`config.mk`:
```
export PLATFORM = sky130hd
export DESIGN_NAME = sc_result_collector
export DESIGN_NICKNAME = d
export VERILOG_FILES = /design/src/rtl/sc_pkg.sv /design/src/rtl/sc_ones_counter.sv /design/src/rtl/sc_result_collector.sv
export SDC_FILE = /design/constraint.sdc
export NUM_CORES = 1
export LEC_CHECK = 0
export CAP_MARGIN = 25
export CELL_PAD_IN_SITES_DETAIL_PLACEMENT = 1
export CELL_PAD_IN_SITES_GLOBAL_PLACEMENT = 1
export CORE_MARGIN = 2
export CORE_UTILIZATION = 30
export DETAILED_ROUTE_END_ITERATION = 16
export PLACE_DENSITY = 0.62
export SETUP_SLACK_MARGIN = 0.1
export SYNTH_ARGS = -nofsm -noshare
export SYNTH_HDL_FRONTEND = slang
export SYNTH_HIERARCHICAL = 1
export SYNTH_SLANG_ARGS = --single-unit
```
`constraint.sdc`:
```
create_clock -name clk -period 4 [get_ports clk]
set_input_delay 1.2 -clock clk [delete_from_list [all_inputs] [get_ports clk]]
set_output_delay 1.2 -clock clk [all_outputs]
set_load 0.1 [all_outputs]
```
`src/rtl/sc_pkg.sv`:
```
// rtl/sc_pkg.sv - shared types and helpers for the stochastic-computing result path
package sc_pkg;

  typedef enum logic {
    SC_IDLE  = 1'b0,
    SC_ACCUM = 1'b1
  } sc_state_e;

  // Number of valid bits in one frame.
  function automatic int frame_len(input int width);
    return 1 << width;
  endfunction

  // Result width: the ones count needs width+1 bits (2^width is reachable),
  // then it is shifted left by scale_shift.
  function automatic int out_width(input int width, input int scale_shift);
    return width + 1 + scale_shift;
  endfunction

endpackage

```
`src/rtl/sc_ones_counter.sv`:
```
// rtl/sc_ones_counter.sv - counts ones over a frame of 2^WIDTH valid bits
module sc_ones_counter
  import sc_pkg::*;
#(
  parameter int WIDTH = 8
) (
  input  logic           clk,
  input  logic           rst,
  input  logic           in,
  input  logic           in_valid,
  input  logic           restart,
  output logic           done,
  output logic [WIDTH:0] count
);

  localparam logic [WIDTH-1:0] LAST_IDX = WIDTH'(frame_len(WIDTH) - 1);

  logic [WIDTH:0]   ones_q;
  logic [WIDTH-1:0] bit_cnt_q;

  // The frame ends on the valid bit that lands on the last index; restart
  // suppresses completion so a discarded frame never produces a result.
  assign done  = in_valid && !restart && (bit_cnt_q == LAST_IDX);
  assign count = ones_q + {{WIDTH{1'b0}}, in};

  // Accumulate valid bits; clear on reset, restart or frame completion.
  always_ff @(posedge clk) begin
    if (!rst) begin
      ones_q    <= '0;
      bit_cnt_q <= '0;
    end else if (restart) begin
      ones_q    <= '0;
      bit_cnt_q <= '0;
    end else if (in_valid) begin
      if (bit_cnt_q == LAST_IDX) begin
        ones_q    <= '0;
        bit_cnt_q <= '0;
      end else begin
        ones_q    <= count;
        bit_cnt_q <= bit_cnt_q + 1'b1;
      end
    end
  end

endmodule

```
`src/rtl/sc_result_collector.sv`:
```
// rtl/sc_result_collector.sv - frames the stochastic bit stream into scaled results with handshake
module sc_result_collector
  import sc_pkg::*;
#(
  parameter int WIDTH       = 8,
  parameter int SCALE_SHIFT = 5,
  parameter int OUT_WIDTH   = out_width(WIDTH, SCALE_SHIFT)
) (
  input  logic                 clk,
  input  logic                 rst,
  input  logic                 in,
  input  logic                 in_valid,
  input  logic                 restart,
  output logic [OUT_WIDTH-1:0] out,
  output logic                 out_valid,
  input  logic                 out_ready,
  output logic                 overrun
);

  sc_state_e              state_q, state_d;
  logic                   cnt_done;
  logic                   frame_done;
  logic [WIDTH:0]         count;
  logic [OUT_WIDTH-1:0]   scaled;

  sc_ones_counter #(
    .WIDTH(WIDTH)
  ) u_counter (
    .clk      (clk),
    .rst      (rst),
    .in       (in),
    .in_valid (in_valid),
    .restart  (restart),
    .done     (cnt_done),
    .count    (count)
  );

  // Completion can only happen once a frame has been started.
  assign frame_done = cnt_done && (state_q == SC_ACCUM);
  assign scaled     = OUT_WIDTH'(count) << SCALE_SHIFT;

  // State register.
  always_ff @(posedge clk) begin
    if (!rst) begin
      state_q <= SC_IDLE;
    end else begin
      state_q <= state_d;
    end
  end

  // Next state: the first valid bit opens a frame, completion or restart closes it.
  always_comb begin
    state_d = state_q;
    unique case (state_q)
      SC_IDLE: begin
        if (in_valid && !restart) begin
          state_d = SC_ACCUM;
        end
      end
      SC_ACCUM: begin
        if (restart || frame_done) begin
          state_d = SC_IDLE;
        end
      end
      default: state_d = SC_IDLE;
    endcase
  end

  // Output holding register: load on completion when free, otherwise drop and flag overrun.
  always_ff @(posedge clk) begin
    if (!rst) begin
      out       <= '0;
      out_valid <= 1'b0;
      overrun   <= 1'b0;
    end else if (frame_done) begin
      if (!out_valid || out_ready) begin
        out       <= scaled;
        out_valid <= 1'b1;
      end else begin
        overrun   <= 1'b1;
      end
    end else if (out_valid && out_ready) begin
      out_valid <= 1'b0;
    end
  end

endmodule

```
==> results.sh <==
export IMPL_detailedPlacementHpwl_mm=2.08
export IMPL_p_leak_nw=0.611
export IMPL_library_cells_used_by_synthesis=30
export IMPL_io_buffer_count=16
export IMPL_pwr_share_clk=0.443
export IMPL_coreArea_sq_um=4380
export IMPL_route_final_wire_length_mm=2.80
export IMPL_synth_enable_flop_cells=0
export IMPL_synth_ff_latch_count=29
export IMPL_cts_resized=0
export IMPL_fp_dieArea_sq_um=5110
export IMPL_route_vias_total=1032
export IMPL_min_period_ns=3.00
export IMPL_drt_pre_antenna_iters=4
export IMPL_cell_internal_pwr_mw=0.456
export IMPL_worst_slew_pin_slew_ns=0.970
export IMPL_crit_path_leading_delay_family="buffers and inverters"
export IMPL_syn_avg_cell_area_sq_um=9.23
export IMPL_drv_max_cap_violation_count=0
export IMPL_detail_route_iter0_violations=51
export IMPL_critical_path_cell_sequence="clkdlybuf4s50_1"
export IMPL_layout_area_overhead_vs_synth_pct=20.4
export IMPL_route_detailed_drc=0
export IMPL_skew_ns=0.00385
export IMPL_min_from="out[13]$_SDFFE_PN0P_"
export IMPL_grt_start_max_net_pins=24
export IMPL_grt_antenna_before_repair=0
export IMPL_wl_per_cell_microns=12.8
export IMPL_yosysTopAreaCell="dfxtp_1"
export IMPL_critical_path_endpoint_type="output port"
export IMPL_rsz0062_at_grt="no"
export IMPL_seq_area_frac_synth=0.425
export IMPL_worst_endpoint_required_ns=2.80
export IMPL_chipHeight_microns=71.5
export IMPL_clock_tree_from_tritoncts="done"
export IMPL_initial_util=0.312
export IMPL_timing_final_ws_setup_ns=1.00
export IMPL_cts_max_level=2
export IMPL_clock_latency_at_the_later_pin_of_the_worst_skew_pair_ns=0.28
export IMPL_worst_ir_drop_vdd_uv=91.6
export IMPL_final_max_slew_viol_count=0
export IMPL_cts_made_buffers=5
export IMPL_power_switching_mw=0.148
export IMPL_number_of_hold_repair_buffers_added_at_the_cts_stage=0
export IMPL_startpoint="out_valid$_SDFFE_PN0P_"
export IMPL_setup_viol=0
export IMPL_status="finished, final reports clean"
export IMPL_crit_path_start_kind="flop"
export IMPL_netSwitchingFraction=0.245
export IMPL_finalCritPeriodShare=0.750
export IMPL_root_buffer="clkbuf_8"
export IMPL_avgViaCountPerCell=4.73
export IMPL_report_final_hold_viol_count=0
export IMPL_globalplace_congestion=0.754
export IMPL_layout_drive_gt1_share=0.0904
export IMPL_final_design_area_no_fill_sq_um=1650
export IMPL_first_global_vias=1060
export IMPL_rrSetupSlack_ns=2.13
export IMPL_synth_top_area_frac=0.425
export IMPL_ant_nets=0
export IMPL_async_flop_share=0
export IMPL_worst_hold_path_type="flop to flop"
export IMPL_timing_fmax_mhz=333
export IMPL_worst_ep_arrival_time_ns=1.80
export IMPL_ctsLongestPathBuffers=2
export IMPL_globalRouteOverflowTotal=0
export IMPL_post_synth_instance_area_sq_um=1370
export IMPL_power_frac_comb=0.074
export IMPL_placementRows=24
export IMPL_cp_max_fo=2
export IMPL_synth_ff_type="dfxtp_1"
export IMPL_global_route_wire_length_before_repair_mm=5.03
export IMPL_synthesis_yosys_warnings=6
export IMPL_ys_top_cells_by_area="dfxtp_1 (42%), mux2i_1 (8.8%), nand2_1 (6.6%)"
export IMPL_crit_type="flop to output port"
export IMPL_total_routing_usage_reported_by_global_routing=0.128
export IMPL_antenna_cells=0
export IMPL_chipWidth_microns=71.5
export IMPL_top_level_ports=22
export IMPL_synthesis_instances=148
export IMPL_worst_stage_delay_on_the_critical_path_ns=1.15
export IMPL_power_density_nw_per_um2=367
export IMPL_power_sequential_fraction=0.483
export IMPL_numClockSinks=29
export IMPL_final_net_count=174
export IMPL_crit_slowest_cell="clkdlybuf4s50_1"
export IMPL_finalSetupTns_ns=0
export IMPL_worstReg2RegStart="u_counter/bit_cnt_q[0]$_SDFFE_PP0P_"
export IMPL_dpl_cell_area_sq_um=1540
export IMPL_dp_slack_ns=0.959
export IMPL_cts_clk_slew_worst_paths_ns=0.06
export IMPL_cts_setup_buffers=0
export IMPL_cp_buffers_inverters=1
export IMPL_worst_slew_margin_rel=0.351
## power groups by stage
stage / Clock [mW] / Combinational (mW) / Sequential [mW]
6_report: 0.268 / 0.0448 / 0.292
3_3_place_gp: 0 / 0.0443 / 0.298
2_1_floorplan: 0 / 0.0386 / 0.298
5_1_grt: 0.290 / 0.0481 / 0.292
3_5_place_dp: 0 / 0.0451 / 0.298
4_1_cts: 0.278 / 0.0451 / 0.292
## logic make-up after synthesis
logic type               synth area share
flip-flops                          0.425
adder cells (fa/ha/maj)            0.0275
AO/OA/AOI/OAI                      0.0843
XOR/XNOR                           0.0833
multiplexers                       0.0879
other                             0.00274
AND/OR/NAND/NOR                     0.233
buffers and inverters              0.0568
## Yosys cell counts, types with 2 or more instances
library cell and number:
dfxtp_1 29, nand2_1 24, nor2_1 19, mux2i_1 12
xor2_1 8, and3_1 6, a22oi_1 5, buf_4 5
xnor2_1 5, a31o_1 4, nand3_1 4, clkbuf_1 3
ha_1 3, nand4_1 3, buf_2 2, inv_1 2
## through the flow
stage / utilization / hold slack, ns / power, mW / cells
after floorplan: - / 0.486 / 0.336 / 152
after global placement: 0.352 / 0.445 / 0.342 / 210
after detailed placement: 0.352 / 0.450 / 0.343 / 210
after CTS: 0.375 / 0.466 / 0.615 / 218
after global routing: 0.375 / 0.487 / 0.629 / 218
final: 0.375 / 0.461 / 0.604 / 218
## flip-flops by register name, summed over array words and instances, names as in the netlist
signal and count:
state_q 1, out 9, u_counter/ones_q 9, u_counter/bit_cnt_q 8
overrun 1, out_valid 1
## layout by cell type (no fill, tap or decap), types with 6 or more instances in the layout
master            n
dfxtp_1          29
nand2_1          24
nor2_1           19
clkdlybuf4s50_1  16
mux2i_1          12
xor2_1            8
clkbuf_8          7
and3_1            6
## final timing paths
check	endpoint	cells after the start
worst min register to register	out[13]$_SDFFE_PN0P_	2
worst min-delay path	out[13]$_SDFFE_PN0P_	2
worst max register to register	out[11]$_SDFFE_PN0P_	7
worst max-delay path	out_valid	1
## layout make-up
cell class,count,area [sq um]
clock buffers,7,96.3
clock inverters,1,5.00
fillers,532,2740
inverters,2,7.51
multi-input cells,110,723
flip-flops and latches,29,581
well taps,52,65.1
repair buffers,17,168
## routing by layer
layer | wire length (microns) | vias up | part of all wire | GRT usage
met5 | 0 | - | 0 | 0
met4 | 78 | 0 | 0.028 | 0.0692
met3 | 132 | 7 | 0.047 | 0.0394
met2 | 1240 | 21 | 0.44 | 0.195
met1 | 1350 | 484 | 0.48 | 0.160
li1 | - | 520 | - | -
Note: power is estimated with default switching activity, not from simulation.
